--- src/rtl/xif_issue_queue.sv ---
// CV-X-IF issue queue: claims accelerator instructions, gathers operands and
// commit/kill status, and dispatches committed entries in program order.
module xif_issue_queue #(
  parameter logic [6:0]  OPCODE   = 7'h2B,
  parameter int unsigned ID_WIDTH = 4,
  parameter int unsigned XLEN     = 32,
  parameter int unsigned DEPTH    = 4
) (
  input  logic                       clk,
  input  logic                       rst_n,
  input  logic                       issue_valid_i,
  output logic                       issue_ready_o,
  input  logic [31:0]                issue_instr_i,
  input  logic [ID_WIDTH-1:0]        issue_id_i,
  output logic                       issue_accept_o,
  output logic                       issue_writeback_o,
  input  logic                       register_valid_i,
  output logic                       register_ready_o,
  input  logic [ID_WIDTH-1:0]        register_id_i,
  input  logic [2*XLEN-1:0]          register_rs_i,
  input  logic                       commit_valid_i,
  input  logic [ID_WIDTH-1:0]        commit_id_i,
  input  logic                       commit_kill_i,
  output logic                       dispatch_valid_o,
  input  logic                       dispatch_ready_i,
  output logic [31:0]                dispatch_instr_o,
  output logic [ID_WIDTH-1:0]        dispatch_id_o,
  output logic [XLEN-1:0]            dispatch_rs1_o,
  output logic [XLEN-1:0]            dispatch_rs2_o,
  output logic [$clog2(DEPTH):0]     count_o
);

  localparam int unsigned PW = $clog2(DEPTH);
  localparam int unsigned CW = PW + 1;

  logic [DEPTH-1:0]    valid_q, valid_d;
  logic [DEPTH-1:0]    ops_ok_q, ops_ok_d;
  logic [DEPTH-1:0]    committed_q, committed_d;
  logic [DEPTH-1:0]    killed_q, killed_d;
  logic [31:0]         instr_q [DEPTH];
  logic [31:0]         instr_d [DEPTH];
  logic [ID_WIDTH-1:0] id_q    [DEPTH];
  logic [ID_WIDTH-1:0] id_d    [DEPTH];
  logic [XLEN-1:0]     rs1_q   [DEPTH];
  logic [XLEN-1:0]     rs1_d   [DEPTH];
  logic [XLEN-1:0]     rs2_q   [DEPTH];
  logic [XLEN-1:0]     rs2_d   [DEPTH];
  logic [PW-1:0]       rd_ptr_q, rd_ptr_d;
  logic [PW-1:0]       wr_ptr_q, wr_ptr_d;
  logic [CW-1:0]       count_q, count_d;

  logic alloc;
  logic kill_free;
  logic disp_fire;
  logic free;

  assign issue_ready_o     = (count_q < CW'(DEPTH));
  assign issue_accept_o    = (issue_instr_i[6:0] == OPCODE);
  assign issue_writeback_o = 1'b0;
  assign register_ready_o  = 1'b1;

  assign dispatch_valid_o  = valid_q[rd_ptr_q] & committed_q[rd_ptr_q] &
                             ~killed_q[rd_ptr_q] & ops_ok_q[rd_ptr_q];
  assign dispatch_instr_o  = instr_q[rd_ptr_q];
  assign dispatch_id_o     = id_q[rd_ptr_q];
  assign dispatch_rs1_o    = rs1_q[rd_ptr_q];
  assign dispatch_rs2_o    = rs2_q[rd_ptr_q];
  assign count_o           = count_q;

  assign alloc     = issue_valid_i & issue_ready_o & issue_accept_o;
  assign kill_free = valid_q[rd_ptr_q] & committed_q[rd_ptr_q] & killed_q[rd_ptr_q];
  assign disp_fire = dispatch_valid_o & dispatch_ready_i;
  assign free      = kill_free | disp_fire;

  // Next state: allocate, then apply operands and commit so same-cycle events
  // reach a freshly allocated entry; freeing the head is applied last.
  always_comb begin
    valid_d     = valid_q;
    ops_ok_d    = ops_ok_q;
    committed_d = committed_q;
    killed_d    = killed_q;
    instr_d     = instr_q;
    id_d        = id_q;
    rs1_d       = rs1_q;
    rs2_d       = rs2_q;
    rd_ptr_d    = rd_ptr_q;
    wr_ptr_d    = wr_ptr_q;
    count_d     = count_q;

    if (alloc) begin
      valid_d[wr_ptr_q]     = 1'b1;
      ops_ok_d[wr_ptr_q]    = 1'b0;
      committed_d[wr_ptr_q] = 1'b0;
      killed_d[wr_ptr_q]    = 1'b0;
      instr_d[wr_ptr_q]     = issue_instr_i;
      id_d[wr_ptr_q]        = issue_id_i;
      wr_ptr_d              = wr_ptr_q + PW'(1);
    end

    for (int i = 0; i < int'(DEPTH); i++) begin
      if (register_valid_i && valid_d[i] && !killed_d[i] && (id_d[i] == register_id_i)) begin
        rs1_d[i]    = register_rs_i[XLEN-1:0];
        rs2_d[i]    = register_rs_i[2*XLEN-1:XLEN];
        ops_ok_d[i] = 1'b1;
      end
    end

    for (int i = 0; i < int'(DEPTH); i++) begin
      if (commit_valid_i && valid_d[i] && (id_d[i] == commit_id_i)) begin
        committed_d[i] = 1'b1;
        if (commit_kill_i) begin
          killed_d[i] = 1'b1;
        end
      end
    end

    if (free) begin
      valid_d[rd_ptr_q] = 1'b0;
      rd_ptr_d          = rd_ptr_q + PW'(1);
    end

    if (alloc && !free) begin
      count_d = count_q + CW'(1);
    end else if (free && !alloc) begin
      count_d = count_q - CW'(1);
    end
  end

  always_ff @(posedge clk or negedge rst_n) begin
    if (!rst_n) begin
      valid_q     <= '0;
      ops_ok_q    <= '0;
      committed_q <= '0;
      killed_q    <= '0;
      rd_ptr_q    <= '0;
      wr_ptr_q    <= '0;
      count_q     <= '0;
      for (int i = 0; i < int'(DEPTH); i++) begin
        instr_q[i] <= '0;
        id_q[i]    <= '0;
        rs1_q[i]   <= '0;
        rs2_q[i]   <= '0;
      end
    end else begin
      valid_q     <= valid_d;
      ops_ok_q    <= ops_ok_d;
      committed_q <= committed_d;
      killed_q    <= killed_d;
      rd_ptr_q    <= rd_ptr_d;
      wr_ptr_q    <= wr_ptr_d;
      count_q     <= count_d;
      for (int i = 0; i < int'(DEPTH); i++) begin
        instr_q[i] <= instr_d[i];
        id_q[i]    <= id_d[i];
        rs1_q[i]   <= rs1_d[i];
        rs2_q[i]   <= rs2_d[i];
      end
    end
  end

endmodule

--- config.mk ---
export PLATFORM = sky130hd
export DESIGN_NAME = xif_issue_queue
export DESIGN_NICKNAME = d
export VERILOG_FILES = /design/src/rtl/xif_issue_queue.sv
export SDC_FILE = /design/constraint.sdc
export NUM_CORES = 1
export LEC_CHECK = 0
export CORE_ASPECT_RATIO = 0.75
export CORE_UTILIZATION = 30
export DETAILED_ROUTE_END_ITERATION = 16
export PLACE_DENSITY = 0.58
export SYNTH_ARGS = -nofsm -noshare
export SYNTH_HDL_FRONTEND = slang
export SYNTH_SLANG_ARGS = --single-unit
--- constraint.sdc ---
create_clock -name clk -period 5.3 [get_ports clk]
set_clock_uncertainty 0.1 [all_clocks]
set_input_delay 1.06 -clock clk [delete_from_list [all_inputs] [get_ports clk]]
set_output_delay 1.06 -clock clk [all_outputs]
set_load 0.005 [all_outputs]
# --- After elaboration in Yosys (flattened, before gate mapping) ---
# Cells that the tools add are included.
word_totals:
  output_inout_bits: 108
  regBits: 423
  elab_cells: 162
op_classes:
  add_sub_neg: 4
  order_cmp: 8
  n_mux: 54
  reduce_logical: 40
  bitwise_logic: 18
  n_eq_ne: 9
ops:
  columns: ["op", "n"]
  rows:
  - ["2-to-1 mux 32 bit", 7]
  - ["binary-select mux 32 bit (select 2 bit)", 3]
  - ["bitwise mux 128 bit", 1]
  - ["demux 32 bit (select 2 bit)", 1]
  - ["== test 4 bit", 8]
  - ["2-to-1 mux 4 bit", 8]
  - ["logical AND 1 bit", 25]
  - ["2-to-1 mux 1 bit", 22]
  - ["nonzero test 2 bit", 9]
  - ["bitwise AND 4 bit", 4]
  - ["bitwise mux 16 bit", 1]
  - ["2-to-1 mux 16 bit", 1]
  - ["binary-select mux 1 bit (select 2 bit)", 4]
  - ["binary-select mux 4 bit (select 2 bit)", 1]
  - ["demux 4 bit (select 2 bit)", 1]
  - ["NOT 4 bit", 2]
  - ["bitwise AND 1 bit", 7]
  - ["== test 7 x 6 -> 1 bit (second input constant)", 1]
  - [">= comparator 3 bit (second input constant)", 2]
  - ["logical NOT 1 bit", 6]
  - ["< comparator 2 x 3 -> 1 bit (second input constant)", 2]
  - ["2-to-1 mux 3 bit", 2]
  - ["NOT 2 -> 3 bit", 2]
  - ["adder 2 x 1 -> 2 bit (second input constant)", 2]
  - ["other kinds (9)", 11]

# --- Longest topological paths before layout ---
depth:
  word_depth: 11
  ltp_mapped: 12

# --- Least setup slack after synthesis ---
# Ideal clock, no wire load.
synth_path:
  kind: "input port to flip-flop"
  from: "input issue_instr_i[4]"
  to: "register rs1_q[47] in the netlist's numbering"
  path_stages: 8
  setup_ns: 0.127
  arrival_ns: 3.051
  n_path_buf: 3
  path_slack_ns: 2.021
  required_time_ns: 5.073
  path_cell_list: "and4b_1 > clkbuf_1 > and4_4 > mux4_2 > nor3b_2 > buf_4 > buf_6 > mux2_1"
synth_via:
  elab_chain_cells: 6
synth_lines:
  columns: ["item", "line_no", "source"]
  rows:
  - ["start, declared", "13", "input logic [31:0] issue_instr_i,"]
  - ["== test 7 x 6 -> 1 bit *", "58", "assign issue_accept_o = (issue_instr_i[6:0] == OPCODE);"]
  - ["bitwise AND 1 bit *", "70", "assign alloc = issue_valid_i & issue_ready_o & issue_accept_o;"]
  - ["parallel branches: the longest is 3 deep, another holds 2-to-1 mux 16 bit", null, null]
  - ["logical AND 1 bit *", "101", "if (register_valid_i && valid_d[i] && !killed_d[i] && (id_d[i] == register_id_i)) begin"]
  - ["end signal, assigned by index", "155", "rs1_q[i] <= rs1_d[i];"]
  - ["end, declared", "44", "logic [XLEN-1:0] rs1_q [DEPTH];"]
# Mark *: on every way between the ends.
# A chain may end at the register's enable or synchronous reset.

# --- Final worst setup path ---
layout_path:
  from: "register rd_ptr_q[1]"
  to: "output dispatch_rs1_o[24]"
layout_via:
  elab_chain_cells: 4
layout_lines:
  columns: ["item", "line_no", "source"]
  rows:
  - ["start, declared", "48", "logic [PW-1:0] rd_ptr_q, rd_ptr_d;"]
  - ["start signal, assigned", "149", "rd_ptr_q <= rd_ptr_d;"]
  - ["NOT 2 -> 3 bit (not written as such)", "66", "assign dispatch_rs1_o = rs1_q[rd_ptr_q];"]
  - ["binary-select mux 32 bit (select 2 bit)", "66", null]
  - ["2-to-1 mux 32 bit (not written as such) (2 in series)", "66", null]
  - ["end, declared", "28", "output logic [XLEN-1:0] dispatch_rs1_o,"]
# No other way between the ends. The select of a mux whose other input is x is not followed.

==> impl_metrics.ini <==
[outcome]
outcome = completed

[setup_path]
reg2reg_depth = 10
crit_arrival_ps = 3000
crit_path_max_fanout = 60
critical_path_class = flop to primary output
cp.required_ps = 4140
end_kind = primary output
start_kind = flop

[synth]
yosysMostFrequentCell = dfrtp_1
ys_ff_latch = 423
synth_top_cell_by_area = dfrtp_1
netlist_top_cells_count = dfrtp_1 (423), nand2_1 (269), mux2_2 (233), mux4_2 (103), mux2_1 (54)
yosys-top-cells-area = dfrtp_1 (56%), mux2_2 (14%), mux4_2 (12%)
synth.distinct_cells = 43
synthesis.area_mm2 = 0.0189
dominantRegCellSynth = dfrtp_1
synthArstFlopShare = 1.00
syn_nets = 1475
syn_inst = 1350
synth_edf_count = 0
avgSynthCellArea_um2 = 14.0
yosysTopAreaCellShare = 0.561
yosysWarnings = 0
ys_seq_area_frac = 0.561

[floorplanning]
fp.dieW_um = 292
initial_core_util = 0.304
num_rows = 79
die-height_um = 219
die-area_mm2 = 0.0639
pin_count = 223
core_mm2 = 0.0621

[clocking]
cts_buffers = 46
cts_hold_buf = 0
cts-htree-levels = 2
root_buffer = clkbuf_16
clk_path_buf_depth = 3
path_clk_slew_ps = 60
post_cts_buffers = 0
cts_sinks = 423
cts_resized = 0
clock_latency_ps = 570
cts_tree = built

[final_layout]
drive_gt1_frac = 0.280
finalNetCount = 1673
final_cell_area_mm2 = 0.0236
area_delta_synth_final_pct = 25.0
final_cells = 2394

[drt]
drt-total-wl_mm = 47.7
route.detailed.drc = 0
drt_iter0_markers = 583
drt_pass1_iterations = 5
vias = 11500
wl_per_cell_um = 19.9
vias_per_cell = 4.82
antenna_left = 0

[place]
hpwl_mm = 29.2
place_inst = 2310
place.gp.congestion = 0.837
port_buffers = 220
placed_area_mm2 = 0.0220

[hold_path]
hold_path_depth = 1
worstHoldPathType = flop to flop

[pwr]
leakage_nw = 11.2
ir_worst_vdd_mv = 0.184
powerDensity_mw_per_mm2 = 303

[sta]
setup_viol = 0
period_needed_ps = 4160
whs_ps = 360
slew_headroom = 0.293
finalSetupTns_ps = 0
timing.final.crit_share = 0.786
timing.final.hold_violations = 0
max_freq_mhz = 240
rsz0062_at_grt = no
final_max_slew_viol_count = 0
worst_pin_slew_ps = 1060

[grt]
grt_pass1_vias = 12600
grt_first_pass_wirelength_mm = 74.7
grt_antenna_before_repair = 1
grt_util_all_layers = 0.151
gr-total-overflow = 0
grt_max_degree = 119

[run]
drv_cap = 0
routing by layer:
metal	GRT usage	wire length, um	vias to the layer above
li1	-	-	5127
met1	0.211	22600	6109
met2	0.238	22100	234
met3	0.0295	2160	68
met4	0.0396	883	0
met5	0	0	-
cells in the final DEF (no fill, tap or decap), types with 3 or more instances in the layout:
master and n:
clkbuf_16 46, and2_1 11, nand2_1 268, xor2_1 24
nor2b_1 6, nand4_1 8, dfrtp_1 421, o211ai_1 3
a21oi_1 5, a21o_1 6, mux2_1 54, clkinv_2 7
nand2b_1 14, or2_2 4, inv_6 3, clkbuf_8 6
o21ai_0 6, buf_12 12, nor3_1 7, bufinv_16 7
mux2_2 233, nor2_1 6, clkdlybuf4s50_1 219, clkbuf_1 13
mux4_2 103, buf_4 11, ha_1 9, inv_1 10
a22o_1 4, xnor2_1 17, nand3_1 7
sequential cells by signal, summed over array words and instances, names as in the netlist:
signal / count
instr_q: 128
ops_ok_q: 4
id_q: 16
valid_q: 4
committed_q: 4
wr_ptr_q: 2
count_o: 3
rs1_q: 128
rs2_q: 128
rd_ptr_q: 2
killed_q: 4
per-stage QoR:
| stage | worst slack (ps) | util | total power, mW |
|---|---|---|---|
| 5_1_grt | 995 | 0.380 | 7.44 |
| 3_5_place_dp | 923 | 0.355 | 3.85 |
| 3_3_place_gp | 962 | 0.355 | 3.83 |
| 2_1_floorplan | 2020 | - | 3.62 |
| 6_report | 1140 | 0.380 | 7.15 |
| 4_1_cts | 1030 | 0.380 | 7.28 |
cell type report:
cell class | instances | area (um2)
Inverter | 10 | 37.5
Tap cell | 810 | 1010
Sequential cell | 423 | 10600
Clock buffer | 65 | 1280
Clock inverter | 18 | 288
Antenna cell | 1 | 2.50
Timing Repair Buffer | 243 | 2530
Fill cell | 5861 | 38500
Multi-Input combinational cell | 824 | 7830
report_power, final:
group,leakage [nW],internal (mW),switching (mW)
clock network,0.772,2.03,1.34
registers,5.77,3.35,0.0592
logic,4.64,0.215,0.160
critical path, stage by stage, from the launching register on:
cell	delay (ps)
dfrtp_4	1100
buf_12	410
mux4_2	360
clkdlybuf4s50_1	530
path summary, 6_finish.rpt:
path                                         start  slack, ps                      end
max                        rd_ptr_q[1]$_DFFE_PN0N_       1140       dispatch_rs1_o[24]
min                        instr_q[67]$_DFFE_PN0P_        360  instr_q[67]$_DFFE_PN0P_
max reg2reg                rd_ptr_q[1]$_DFFE_PN0N_       1910   count_o[2]$_DFFE_PN0P_
min reg2reg                instr_q[67]$_DFFE_PN0P_        360  instr_q[67]$_DFFE_PN0P_
max in group asynchronous                    rst_n       3520  rd_ptr_q[0]$_DFFE_PN0N_
min in group asynchronous                    rst_n        470  instr_q[67]$_DFFE_PN0P_
kinds of logic after synthesis:
family          after synthesis  synth area share
xor+xnor                     41            0.0190
other cells                   2          0.000398
flops                       423             0.561
buf+inv                     103            0.0257
fa+ha+maj                    10           0.00703
compound gates               29            0.0102
mux                         393             0.296
simple gates                349            0.0803
Power figures use the tool's default switching activity.
